<file path="config.mk">
export PLATFORM = sky130hd
export DESIGN_NAME = ams_adc_seq
export DESIGN_NICKNAME = d
export VERILOG_FILES = /design/src/rtl/ams_adc_seq_pkg.sv /design/src/rtl/ams_sar_core.sv /design/src/rtl/ams_adc_seq.sv
export SDC_FILE = /design/constraint.sdc
export NUM_CORES = 1
export LEC_CHECK = 0
export CORE_UTILIZATION = 50
export CTS_CLUSTER_SIZE = 8
export DETAILED_ROUTE_END_ITERATION = 8
export PLACE_DENSITY = 0.8
export SKIP_CTS_REPAIR_TIMING = 1
export SYNTH_ARGS = -nofsm -noshare
export SYNTH_HDL_FRONTEND = slang
export SYNTH_SLANG_ARGS = --single-unit
</file>
<file path="constraint.sdc">
create_clock -name clk_i -period 1.8 [get_ports clk_i]
set_input_delay 0.36 -clock clk_i [delete_from_list [all_inputs] [get_ports clk_i]]
set_output_delay 0.36 -clock clk_i [all_outputs]
set_load 0.1 [all_outputs]
</file>
<file path="src/rtl/ams_adc_seq_pkg.sv">
// Shared types and default constants for the multi-channel SAR ADC sequencer.
package ams_adc_seq_pkg;

    localparam int unsigned StateW = 2;

    typedef enum logic [StateW-1:0] {
        StIdle   = 2'd0,
        StSettle = 2'd1,
        StConv   = 2'd2
    } state_e;

    localparam int unsigned DefNumCh     = 4;
    localparam int unsigned DefResBits   = 8;
    localparam int unsigned DefSettleCyc = 4;
    localparam int unsigned DefAvgLog2   = 2;

endpackage

</file>
<file path="src/rtl/ams_sar_core.sv">
// Single-channel SAR sequencer: SETTLE_CYC settle cycles with the DAC at zero, then RES_BITS
// MSB-first trial cycles. done_o marks the last trial cycle; result_o is valid with it.
// A start_i seen together with done_o chains straight into the next SETTLE.
module ams_sar_core
    import ams_adc_seq_pkg::*;
#(
    parameter int unsigned RES_BITS   = DefResBits,
    parameter int unsigned SETTLE_CYC = DefSettleCyc
) (
    input  logic                clk_i,
    input  logic                rst_i,
    input  logic                start_i,
    input  logic                cmp_i,
    output logic                idle_o,
    output logic                done_o,
    output logic [RES_BITS-1:0] dac_code_o,
    output logic [RES_BITS-1:0] result_o
);

    localparam int unsigned CntW = $clog2(SETTLE_CYC + 1);

    state_e              state_q, state_d;
    logic [CntW-1:0]     cnt_q, cnt_d;
    logic [RES_BITS-1:0] bit_q, bit_d;   // one-hot bit under trial
    logic [RES_BITS-1:0] acc_q, acc_d;   // bits decided so far
    logic [RES_BITS-1:0] trial;
    logic [RES_BITS-1:0] conv_res;

    // State registers with synchronous reset.
    always_ff @(posedge clk_i) begin
        if (rst_i) begin
            state_q <= StIdle;
            cnt_q   <= '0;
            bit_q   <= '0;
            acc_q   <= '0;
        end else begin
            state_q <= state_d;
            cnt_q   <= cnt_d;
            bit_q   <= bit_d;
            acc_q   <= acc_d;
        end
    end

    // Next-state, DAC drive and bit decision.
    always_comb begin
        state_d    = state_q;
        cnt_d      = cnt_q;
        bit_d      = bit_q;
        acc_d      = acc_q;
        dac_code_o = '0;
        done_o     = 1'b0;
        trial      = acc_q | bit_q;
        // Comparator high keeps the trial bit, low drops it.
        conv_res   = cmp_i ? trial : acc_q;
        unique case (state_q)
            StIdle: begin
                if (start_i) begin
                    state_d = StSettle;
                    cnt_d   = '0;
                end
            end
            StSettle: begin
                if (cnt_q == CntW'(SETTLE_CYC - 1)) begin
                    state_d = StConv;
                    bit_d   = {1'b1, {(RES_BITS - 1){1'b0}}};
                    acc_d   = '0;
                end else begin
                    cnt_d = cnt_q + 1'b1;
                end
            end
            StConv: begin
                dac_code_o = trial;
                acc_d      = conv_res;
                bit_d      = bit_q >> 1;
                if (bit_q[0]) begin
                    done_o = 1'b1;
                    if (start_i) begin
                        state_d = StSettle;
                        cnt_d   = '0;
                    end else begin
                        state_d = StIdle;
                    end
                end
            end
            default: state_d = StIdle;
        endcase
    end

    assign idle_o   = (state_q == StIdle);
    assign result_o = conv_res;

endmodule

</file>
<file path="src/rtl/ams_adc_seq.sv">
// Multi-channel SAR ADC sequencer: scans a latched channel mask once or continuously, drives
// the analog mux and trial DAC through ams_sar_core, and delivers one result per channel
// through a single-entry valid/ready holding register with a sticky overrun flag.
// Define AMS_ADC_AVG_EN to average 2^AVG_LOG2 back-to-back conversions per channel.
module ams_adc_seq
    import ams_adc_seq_pkg::*;
#(
    parameter int unsigned NUM_CH     = DefNumCh,
    parameter int unsigned RES_BITS   = DefResBits,
    parameter int unsigned SETTLE_CYC = DefSettleCyc,
    parameter int unsigned AVG_LOG2   = DefAvgLog2
) (
    input  logic                      clk_i,
    input  logic                      rst_i,
    input  logic                      start_i,
    input  logic [NUM_CH-1:0]         ch_mask_i,
    input  logic                      continuous_i,
    output logic                      busy_o,
    output logic [$clog2(NUM_CH)-1:0] ana_ch_sel_o,
    output logic [RES_BITS-1:0]       ana_dac_code_o,
    input  logic                      ana_cmp_i,
    output logic                      res_valid_o,
    input  logic                      res_ready_i,
    output logic [RES_BITS-1:0]       res_data_o,
    output logic [$clog2(NUM_CH)-1:0] res_ch_o,
    output logic                      overrun_o,
    input  logic                      clear_overrun_i
);

    localparam int unsigned ChW = $clog2(NUM_CH);

`ifdef AMS_ADC_AVG_EN
    localparam int unsigned AvgLog2 = AVG_LOG2;
`else
    // Single conversion per channel: the averaging path collapses to a pass-through.
    localparam int unsigned AvgLog2 = AVG_LOG2 * 0;
`endif

    localparam int unsigned AvgN    = 1 << AvgLog2;
    localparam int unsigned SumW    = RES_BITS + AvgLog2;
    localparam int unsigned AvgCntW = (AvgLog2 > 0) ? AvgLog2 : 1;

    // Lowest set channel at or above lo; bit ChW is the found flag.
    function automatic logic [ChW:0] find_set(input logic [NUM_CH-1:0] mask, input int lo);
        logic [ChW:0] res;
        res = '0;
        for (int i = int'(NUM_CH) - 1; i >= 0; i--) begin
            if (mask[i] && (i >= lo)) begin
                res = {1'b1, ChW'(i)};
            end
        end
        return res;
    endfunction

    logic [NUM_CH-1:0]   mask_q, mask_d;
    logic [ChW-1:0]      ch_q, ch_d;
    logic [AvgCntW-1:0]  avg_cnt_q, avg_cnt_d;
    logic [SumW-1:0]     sum_q, sum_d, sum_new;
    logic                valid_q, valid_d;
    logic [RES_BITS-1:0] data_q, data_d;
    logic [ChW-1:0]      res_ch_q, res_ch_d;
    logic                ovr_q, ovr_d;

    logic                core_start, core_idle, core_done;
    logic [RES_BITS-1:0] core_dac, core_result;
    logic                wr_en;
    logic [RES_BITS-1:0] wr_data;
    logic                accept, ovr_set;
    logic [ChW:0]        first_hit, next_hit, wrap_hit;

    ams_sar_core #(
        .RES_BITS   (RES_BITS),
        .SETTLE_CYC (SETTLE_CYC)
    ) u_core (
        .clk_i      (clk_i),
        .rst_i      (rst_i),
        .start_i    (core_start),
        .cmp_i      (ana_cmp_i),
        .idle_o     (core_idle),
        .done_o     (core_done),
        .dac_code_o (core_dac),
        .result_o   (core_result)
    );

    // Scan, averaging and holding registers with synchronous reset.
    always_ff @(posedge clk_i) begin
        if (rst_i) begin
            mask_q    <= '0;
            ch_q      <= '0;
            avg_cnt_q <= '0;
            sum_q     <= '0;
            valid_q   <= 1'b0;
            data_q    <= '0;
            res_ch_q  <= '0;
            ovr_q     <= 1'b0;
        end else begin
            mask_q    <= mask_d;
            ch_q      <= ch_d;
            avg_cnt_q <= avg_cnt_d;
            sum_q     <= sum_d;
            valid_q   <= valid_d;
            data_q    <= data_d;
            res_ch_q  <= res_ch_d;
            ovr_q     <= ovr_d;
        end
    end

    // Scan control: start a scan, repeat for averaging, step to the next channel or wrap.
    always_comb begin
        mask_d     = mask_q;
        ch_d       = ch_q;
        avg_cnt_d  = avg_cnt_q;
        sum_d      = sum_q;
        core_start = 1'b0;
        wr_en      = 1'b0;
        sum_new    = sum_q + SumW'(core_result);
        wr_data    = RES_BITS'(sum_new >> AvgLog2);
        first_hit  = find_set(ch_mask_i, 0);
        next_hit   = find_set(mask_q, int'(ch_q) + 1);
        wrap_hit   = find_set(mask_q, 0);
        if (core_idle) begin
            // Start requests are only honoured while idle; an empty mask is ignored.
            if (start_i && (|ch_mask_i)) begin
                core_start = 1'b1;
                mask_d     = ch_mask_i;
                ch_d       = first_hit[ChW-1:0];
                avg_cnt_d  = '0;
                sum_d      = '0;
            end
        end else if (core_done) begin
            if (avg_cnt_q != AvgCntW'(AvgN - 1)) begin
                core_start = 1'b1;
                avg_cnt_d  = avg_cnt_q + 1'b1;
                sum_d      = sum_new;
            end else begin
                wr_en     = 1'b1;
                avg_cnt_d = '0;
                sum_d     = '0;
                if (next_hit[ChW]) begin
                    core_start = 1'b1;
                    ch_d       = next_hit[ChW-1:0];
                end else if (continuous_i) begin
                    core_start = 1'b1;
                    ch_d       = wrap_hit[ChW-1:0];
                end
            end
        end
    end

    // Holding register: a write into an unaccepted entry is dropped and flags overrun.
    always_comb begin
        valid_d  = valid_q;
        data_d   = data_q;
        res_ch_d = res_ch_q;
        ovr_set  = 1'b0;
        accept   = valid_q & res_ready_i;
        if (accept) begin
            valid_d = 1'b0;
        end
        if (wr_en) begin
            if (valid_q && !accept) begin
                ovr_set = 1'b1;
            end else begin
                valid_d  = 1'b1;
                data_d   = wr_data;
                res_ch_d = ch_q;
            end
        end
        // Set beats clear when both happen together.
        if (ovr_set) begin
            ovr_d = 1'b1;
        end else if (clear_overrun_i) begin
            ovr_d = 1'b0;
        end else begin
            ovr_d = ovr_q;
        end
    end

    assign busy_o         = ~core_idle;
    assign ana_ch_sel_o   = ch_q;
    assign ana_dac_code_o = core_dac;
    assign res_valid_o    = valid_q;
    assign res_data_o     = data_q;
    assign res_ch_o       = res_ch_q;
    assign overrun_o      = ovr_q;

endmodule

</file>
==> results.py <==
metrics = {
    "sta": {
        "fin_setup_tns_ns": 0,
        "worst_slack_ns": 0.02936,
        "grt_setup_unrepaired": "yes",
        "relSlewSlack_pct": 67.26,
        "min_period_ns": 1.771,
        "hold_viol_final": 0,
        "fmax_ghz": 0.5648,
        "fin_skew_ns": 0.01102,
        "post-route-period-util_pct": 98.37,
        "worstMarginPinSlew_ns": 0.4896,
        "finalSetupViolCount": 0,
        "slew_violations": 0,
    },
    "yosys": {
        "ys_top_cells_by_count": "53 x nor2_1, 39 x dfxtp_1, 16 x a21oi_1",
        "async_flop_share_pct": 0,
        "synth.area.top_cells": "dfxtp_1 45%, nor2_1 12%, a21oi_1 4.7%",
        "yosysSeqAreaShare_pct": 45.35,
        "synth_edf_count": 0,
        "syn-instance-count": 205,
        "synth_top_area_share_pct": 45.35,
        "yosys_warnings": 0,
        "avgSynthCellArea_sq_um": 8.398,
        "yosysTopAreaCell": "dfxtp_1",
        "syn_nets": 218,
        "netlist_area_sq_um": 1722,
        "ys_types": 41,
        "ys_ff_latch": 39,
        "synth_most_common_cell": "nor2_1",
        "synthFlopType": "dfxtp_1",
    },
    "critical_path": {
        "reg2reg_depth": 5,
        "critPathMaxFanout": 12,
        "startpoint": "u_core.state_q[0]",
        "cp_cell_sequence": "nand2b_1 -> buf_12 -> nor2_2 -> buf_12",
        "start_kind": "flop",
        "reg2reg_slack_ns": 0.11,
        "slowest_stage": "dfxtp_2",
        "cpPeakStageDelay_ns": 0.37,
        "path_buf_inv": 2,
        "path_class": "reg2out",
        "cp_top_family": "flip-flops",
        "crit_cells": 4,
        "critPathMostFrequentCell": "buf_12",
        "reg2reg_to": "u_core.cnt_q[0]",
        "arrival_ns": 1.41,
        "end_kind": "output pin",
        "crit-reg2reg-launch": "u_core.cnt_q[0]",
        "endpoint": "ana_dac_code_o[1]",
        "cp_data_required_time_ns": 1.44,
    },
    "placed_design": {
        "post-dp-hpwl_um": 2901,
        "dp_slack_ns": -0.2192,
        "finalWeightedCongestion": 0.8431,
        "io_buffers": 33,
    },
    "clock_tree": {
        "clock_latency_ns": 0.36,
        "htree_levels": 2,
        "cts_buffers": 5,
        "cts_tree": "done",
        "clk_pin_slew_ns": 0.11,
        "ctsLongestPathBuffers": 2,
        "cts-root-buf": "clkbuf_4",
        "cts_sinks": 39,
    },
    "pwr": {
        "power_density_nw_per_um2": 668.1,
        "power.leakage_uw": 0.0009177,
        "p_total_uw": 1675,
        "ir_drop_mv": 0.5756,
    },
    "drt": {
        "routed_via_density": 5.578,
        "wl_per_cell_um": 14.27,
        "wl_um": 4096,
        "firstDrtPassIters": 4,
        "drc_errors": 0,
        "postRouteAntennaNets": 0,
        "num_vias": 1601,
        "drt_iter0_markers": 89,
    },
    "die": {
        "ioPinCount": 34,
        "core_area_sq_um": 3153,
        "placementRows": 20,
        "die_h_um": 60.68,
        "start_util_pct": 54.60,
        "die_area_sq_um": 3682,
        "fp.dieW_um": 60.68,
    },
    "job": {
        "maxCapViolCount": 0,
    },
    "worst_hold_path": {
        "hold_path.class": "reg2reg",
    },
    "layout": {
        "drive_gt1_share_pct": 25.93,
        "area_growth_pct": 45.64,
        "antennaDiodeCount": 0,
        "nets": 255,
    },
    "grt": {
        "grt_first_pass_wirelength_um": 6548,
        "grt_pass1_vias": 1473,
        "overflow": 0,
        "antenna_found_initial": 0,
        "grt_max_degree": 33,
        "grt_usage_pct": 24.91,
    },
    "status": {
        "status": "completed",
    },
}
[layer usage]
layer	up-vias	part of all wire, %	track usage, %
li1	785	-	-
met1	759	44	30.05
met2	49	49	41.76
met3	8	5.0	5.330
met4	0	2.0	12.99
met5	-	0	0
[final cells by class]
| class | count | area [sq um] |
|---|---|---|
| multi-input cells | 145 | 888.4 |
| flip-flops and latches | 39 | 788.3 |
| repair buffers | 44 | 668.1 |
| fillers | 210 | 645.6 |
| clock buffers | 7 | 76.32 |
| well taps | 44 | 55.05 |
| inverters | 7 | 26.28 |
| clock inverters | 1 | 5.005 |
[worst min-delay path, cell delays in order (launching register included)]
cell,delay [ns]
dfxtp_1,0.33
nand3_1,0.08
a21oi_1,0.06
[cells in the final DEF, fill, tap and decap left out, types with 2 or more instances in the layout]
cell type         n
a211oi_1          8
a21oi_1          16
a22oi_1           7
a31oi_1           8
buf_12           25
buf_4             9
clkbuf_4          5
clkdlybuf4s50_1  10
dfxtp_1          35
dfxtp_2           3
ha_1              2
inv_1             7
mux2i_1           7
nand2_1           8
nand3_1           2
nor2_1           45
nor2_2            3
nor2_4            6
nor2b_1           4
o21ai_0           7
[through the flow]
stage	utilization [%]	instance area [sq um]	cells	hold slack, ns
2_1_floorplan	-	1748	205	0.4472
3_3_place_gp	76.03	2397	279	0.4608
3_5_place_dp	76.03	2397	279	0.4673
4_1_cts	78.61	2479	287	0.5045
5_1_grt	79.52	2507	287	0.5258
6_report	79.52	2507	287	0.5018
[registers in the layout, indices dropped and copies added, names as in the netlist]
register and flops:
res_data_o 8, ana_ch_sel_o 2, u_core.cnt_q 3, u_core.state_q 2, mask_q 4, u_core.bit_q 8
res_ch_o 2, u_core.acc_q 8, overrun_o 1, res_valid_o 1
[kinds of logic (layout without fill, tap and decap cells)]
group	after synthesis	in the layout	share of synthesized area [%]
AO/OA/AOI/OAI	56	56	22.17
adder cells (fa/ha/maj)	2	2	1.453
buffers and inverters	21	59	5.814
flip-flops	39	39	45.35
multiplexers	7	7	4.070
AND/OR/NAND/NOR	80	80	21.15
[report_power, final]
group	internal (uW)	switching (uW)	total (uW)
Combinational	96.9	111	208
Clock	273	295	567
Sequential	878	22.3	900
[worst min path at each step]
| stage | slack, ns | endpoint | from | cells past startpoint |
|---|---|---|---|---|
| finish | 0.50 | u_core.cnt_q[1] | u_core.cnt_q[1] | 2 |
| global route | 0.53 | u_core.cnt_q[1] | u_core.cnt_q[1] | 2 |
| CTS | 0.50 | u_core.cnt_q[1] | u_core.cnt_q[1] | 2 |
| detailed placement | 0.47 | u_core.cnt_q[1] | u_core.cnt_q[1] | 2 |
| global placement | 0.46 | u_core.cnt_q[1] | u_core.cnt_q[1] | 2 |
| floorplan | 0.45 | u_core.cnt_q[1] | u_core.cnt_q[1] | 2 |
No activity file was read; power rests on OpenSTA's default activity.
